### config.mk
export PLATFORM = sky130hd
export DESIGN_NAME = seven_seg_scan_driver
export DESIGN_NICKNAME = d
export VERILOG_FILES = /design/src/rtl/seven_seg_scan_driver.sv
export SDC_FILE = /design/constraint.sdc
export NUM_CORES = 1
export LEC_CHECK = 0
export CAP_MARGIN = 20
export CORE_UTILIZATION = 50
export CTS_CLUSTER_DIAMETER = 40
export DETAILED_ROUTE_END_ITERATION = 12
export GPL_TIMING_DRIVEN = 0
export PLACE_DENSITY = 0.77
export SYNTH_ARGS = -nofsm -noshare
export SYNTH_HDL_FRONTEND = slang
export SYNTH_SLANG_ARGS = --single-unit
### constraint.sdc
create_clock -name clk -period 2.2 [get_ports clk]
set_input_delay 0.22 -clock clk [delete_from_list [all_inputs] [get_ports clk]]
set_output_delay 0.22 -clock clk [all_outputs]
set_load 0.1 [all_outputs]
### src/rtl/seven_seg_scan_driver.sv
// seven_seg_scan_driver
//   Time-multiplexes four BCD digits (HH:MM) onto one common-anode 7-segment
//   display. Provides per-digit blink, leading-zero blanking of the hours-tens
//   digit and an all-anodes-off dead time at every digit change. The digit
//   inputs are captured once per frame, so a frame never mixes old and new
//   values.
//
// Ports
//   clk          in   system clock
//   rst          in   asynchronous reset, active-low
//   en           in   display enable (0 blanks the display; the scan keeps running)
//   digit0..3    in   BCD digits: minutes units, minutes tens, hours units, hours tens
//   blink_mask   in   bit i = 1 makes digit i blink (sampled live)
//   dp_mask      in   bit i = 1 lights the decimal point on digit i (sampled live)
//   blank_lead   in   1 blanks digit3 when its latched value is 0
//   an           out  anode selects, active-low, an[i] drives digit i
//   seg          out  segments {g,f,e,d,c,b,a}, active-low
//   dp           out  decimal point, active-low
//   frame_start  out  one-clock pulse when the scan wraps back to digit 0
module seven_seg_scan_driver #(
  parameter int REFRESH_DIV = 50000,
  parameter int DEAD_CYCLES = 16,
  parameter int BLINK_TICKS = 250
) (
  input  logic       clk,
  input  logic       rst,
  input  logic       en,
  input  logic [3:0] digit0,
  input  logic [3:0] digit1,
  input  logic [3:0] digit2,
  input  logic [3:0] digit3,
  input  logic [3:0] blink_mask,
  input  logic [3:0] dp_mask,
  input  logic       blank_lead,
  output logic [3:0] an,
  output logic [6:0] seg,
  output logic       dp,
  output logic       frame_start
);

  localparam int RC_W = $clog2(REFRESH_DIV);
  localparam int BT_W = $clog2(BLINK_TICKS + 1);
  localparam logic [RC_W-1:0] RC_LAST   = RC_W'(REFRESH_DIV - 1);
  localparam logic [RC_W-1:0] DEAD_LAST = RC_W'(DEAD_CYCLES - 1);
  localparam logic [BT_W-1:0] BT_LAST   = BT_W'(BLINK_TICKS - 1);
  localparam logic [6:0]      SEG_OFF   = 7'h7F;

  typedef enum logic {
    ST_DEAD,
    ST_DRIVE
  } state_t;

  // Active-low gfedcba pattern; codes above 9 stay dark rather than show garbage.
  function automatic logic [6:0] decode_bcd(input logic [3:0] d);
    logic [6:0] s;
    case (d)
      4'd0:    s = 7'h40;
      4'd1:    s = 7'h79;
      4'd2:    s = 7'h24;
      4'd3:    s = 7'h30;
      4'd4:    s = 7'h19;
      4'd5:    s = 7'h12;
      4'd6:    s = 7'h02;
      4'd7:    s = 7'h78;
      4'd8:    s = 7'h00;
      4'd9:    s = 7'h10;
      default: s = SEG_OFF;
    endcase
    return s;
  endfunction

  // Stage p0: scan timing, FSM, blink phase and frame shadow
  logic [RC_W-1:0]  rc_p0;
  logic [1:0]       idx_p0;
  state_t           state_p0;
  logic [BT_W-1:0]  bcnt_p0;
  logic             phase_p0;
  logic [3:0][3:0]  shadow_p0;

  logic             tick;
  logic [3:0]       cur_digit;
  logic             blank_digit;

  assign tick      = (rc_p0 == RC_LAST);
  assign cur_digit = shadow_p0[idx_p0];
  // Blink outranks leading blank; both keep the anode asserted.
  assign blank_digit = (phase_p0 && blink_mask[idx_p0]) ||
                       (idx_p0 == 2'd3 && blank_lead && shadow_p0[3] == 4'd0);

  // Stage p1: registered display outputs, one clock behind stage p0
  always_ff @(posedge clk or negedge rst) begin
    if (!rst) begin
      rc_p0       <= '0;
      idx_p0      <= 2'd0;
      state_p0    <= ST_DEAD;
      bcnt_p0     <= '0;
      phase_p0    <= 1'b0;
      shadow_p0   <= '0;
      an          <= 4'hF;
      seg         <= SEG_OFF;
      dp          <= 1'b1;
      frame_start <= 1'b0;
    end else begin
      frame_start <= 1'b0;
      if (tick) begin
        rc_p0    <= '0;
        idx_p0   <= idx_p0 + 2'd1;
        state_p0 <= ST_DEAD;
        if (idx_p0 == 2'd3) begin
          shadow_p0   <= {digit3, digit2, digit1, digit0};
          frame_start <= 1'b1;
        end
        if (bcnt_p0 == BT_LAST) begin
          bcnt_p0  <= '0;
          phase_p0 <= ~phase_p0;
        end else begin
          bcnt_p0 <= bcnt_p0 + 1'b1;
        end
      end else begin
        rc_p0 <= rc_p0 + 1'b1;
        if (state_p0 == ST_DEAD && rc_p0 == DEAD_LAST)
          state_p0 <= ST_DRIVE;
      end

      if (!en || state_p0 == ST_DEAD) begin
        an  <= 4'hF;
        seg <= SEG_OFF;
        dp  <= 1'b1;
      end else begin
        an  <= ~(4'b0001 << idx_p0);
        seg <= blank_digit ? SEG_OFF : decode_bcd(cur_digit);
        dp  <= blank_digit ? 1'b1 : ~dp_mask[idx_p0];
      end
    end
  end

endmodule

==> flow_summary.ini <==
[global_routing]
globalRouteOverflowTotal = 0
grt_max_degree = 43
grt_pass1_wl_microns = 9380
grt_antenna_before_repair = 0
first_global_vias = 2033
groute.usage.overall = 0.205

[drt]
drt_drc_violations_left = 0
via_per_inst = 5.49
detailroute.wirelength.met3_microns = 176
drtIter0Drc = 103
first_pass_iters = 4
met2_wirelength_microns = 2520
highest_layer = met4
ant_nets = 0
wirelength_microns = 5320
detailroute.via_count = 2044
avgRoutedWirePerCell_microns = 14.3
m1_wire_length_microns = 2460

[critical_path]
critical-path-slowest-cell = clkdlybuf4s50_1
path_buf_inv = 1
timing.critical_path.from_type = flip-flop
rr_endpoint = shadow_p0[1]
timing.reg2reg.worst_path_depth = 8
arrival_ns = 1.95
cp_top_family = buffers and inverters
timing.critical_path.slowest_cell_delay_ns = 1.11
highest_net_fanout_along_the_worst_path = 1
critical_path_required_ns = 1.98
end_kind = output pin
crit_chain = clkdlybuf4s50_1
crit_reg_reg_startpoint = rc_p0[0]
timing.reg2reg.setup_slack_ns = 0.13
critPathKind = flip-flop to output pin

[synth]
synthesis.area_per_instance_sq_um = 11.8
synth.distinct_cells = 44
synthesis.nets = 282
synth_warn = 0
seq_cells_post_synth = 57
syn-cell-area_sq_um = 2850
synth_enable_flop_cells = 0
ys_dominant_reg_cell = dfrtp_1
synthArstFlopShare = 1.00
ys_seq_area_frac = 0.506
synth_cells = 242

[timing]
clock.fmax_mhz = 461
final-setup-viol-count = 0
finalCriticalPeriod_ns = 2.17
report.final.hold_viol_count = 0
rsz_0062_raised_after_global_routing = false
timing.final.crit_share = 0.987
finalClockSkew_ns = 0.0134
max-slew-margin-rel = 0.332
least_margin_pin_slew_ns = 0.998
final.hold.worst_slack_ns = 0.337
count_of_final_max_slew_check_failures = 0

[die]
die-area_sq_um = 6000
design.portCount = 41
floorplan.die.height_microns = 77.5
core.rowCount = 27
initial_utilization = 0.517
die_x_microns = 77.5
design.core.area_sq_um = 5510

[finish]
postLayoutCoreUtil = 0.646
layout-drive-gt1-share = 0.197
diodes = 0
areaGrowthSynthToFinish_pct = 24.8
fillers = 409
design.final.nets = 335
layout.cells.non_filler = 372

[power_and_ir_drop]
leakage_nw = 1.54
vdd.ir_drop.worst_v = 0.000386
total_power_of_the_final_layout_mw = 2.17
power.density_cell_area_nw_per_um2 = 611

[clock_network]
cts_num_sinks = 57
cts_max_path_buffers = 2
clk-insertion-delay-late_ns = 0.33
cts_post_setup_buffers_inserted = 0
worst_setup_hold_path_clk_slew_ns = 0.06
numCtsBuffers = 9
cts.htree.levels = 3
clockRootBuffer = clkbuf_8
tritoncts = yes

[place]
numPortBuffers = 40
placedCellCount = 355
dp.final_hpwl_microns = 3780
routability_driven_placement_congestion_ratio = 0.766

[hold_path]
hold_path_class = input pin to asynchronous set/reset pin

[run]
max-cap-violations = 0

[run_status]
outcome = complete, no violations
## cell usage in the layout (no fill, tap or decap), types with 8 or more instances in the layout
cell type         n
clkbuf_1          8
inv_1            12
nor2_1           17
nand2_1           8
dlymetal6s2s_1    8
mux2_4           10
ha_1             12
xor2_1            8
dfrtp_1          45
nand3_1          16
clkdlybuf4s50_1  29
dfstp_2          12
clkbuf_8         11
## sequential cells by signal (all words and copies together), names as in the netlist
| signal | count |
|---|---|
| phase_p0 | 1 |
| rc_p0 | 16 |
| an | 4 |
| idx_p0 | 2 |
| seg | 7 |
| dp | 1 |
| shadow_p0 | 16 |
| frame_start | 1 |
| bcnt_p0 | 8 |
| state_p0 | 1 |
## metal layers
layer,vias to the layer above,track usage
met5,-,0
met4,0,0.121
met3,17,0.0365
met2,50,0.311
met1,1002,0.275
li1,975,-
## worst max-delay path by stage
stage	start	end	slack, ns	cells after the start
CTS	seg[5]	seg[5]	0.002	1
global placement	rst	shadow_p0[8]	-0.78	1
detailed placement	rc_p0[0]	shadow_p0[10]	0.13	8
floorplan	rc_p0[0]	shadow_p0[0]	0.26	8
global route	seg[6]	seg[6]	0.002	1
finish	seg[6]	seg[6]	0.03	1
## worst register-to-register path: stages, from the launching register on
cell and delay, ns:
dfrtp_1 0.41, ha_1 0.25, and3_1 0.18, clkbuf_2 0.13
and3_1 0.19, buf_6 0.14, nand3_4 0.14, buf_6 0.20
mux2_4 0.31
## report_power, final
group	switching, mW	total, mW	internal [mW]
clock network	0.379	0.849	0.470
registers	0.0105	1.09	1.08
logic	0.135	0.231	0.0965
## cells by family after synthesis
| group | count (synthesis) | synth area share |
|---|---|---|
| multiplexers | 22 | 0.124 |
| AND/OR/NAND/NOR | 78 | 0.157 |
| flip-flops | 57 | 0.506 |
| adder cells (fa/ha/maj) | 12 | 0.0527 |
| AO/OA/AOI/OAI | 35 | 0.0769 |
| buffers and inverters | 23 | 0.0378 |
| XOR/XNOR | 15 | 0.0461 |
## area by class of cell
type	instances	area [sq um]	area share
plain buffers	11	65.1	0.0183
clock buffers	15	166	0.0468
clock inverters	1	5.00	0.00141
inverters	12	45.0	0.0127
multi-input cells	162	1300	0.366
flip-flops and latches	57	1440	0.405
well taps	72	90.1	0.0253
repair buffers	42	443	0.125
## metrics by stage
step	setup slack [ns]	setup TNS (ns)	area, sq um
6_report	0.0293	0	3560
5_1_grt	0.00192	0	3560
4_1_cts	0.00203	0	3530
3_3_place_gp	-0.782	-37.19	3340
3_5_place_dp	0.131	0	3350
2_1_floorplan	0.264	0	2850
## repair_timing
| action | CTS | global route |
|---|---|---|
| gates resized for setup | 2 | 9 |
| endpoints found under the hold margin | 15 | 0 |
| hold buffers | 1 | 0 |
| setup endpoints to repair | 2 | 9 |
## synthesized netlist by cell type, types with 5 or more instances
master	count	area [sq um]
a21oi_1	7	35.0
and3_1	6	37.5
dfrtp_1	45	1130
dfstp_2	12	315
ha_1	12	150
inv_1	12	45.0
mux2_2	6	67.6
mux2_4	10	150
mux4_2	6	135
nand2_1	8	30.0
nand3_1	16	80.1
nor2_1	17	63.8
nor3_1	6	30.0
o21ai_0	6	30.0
o21ai_1	7	35.0
o41ai_1	5	43.8
xnor2_1	7	61.3
xor2_1	8	70.1
Power figures use the tool's default switching activity.
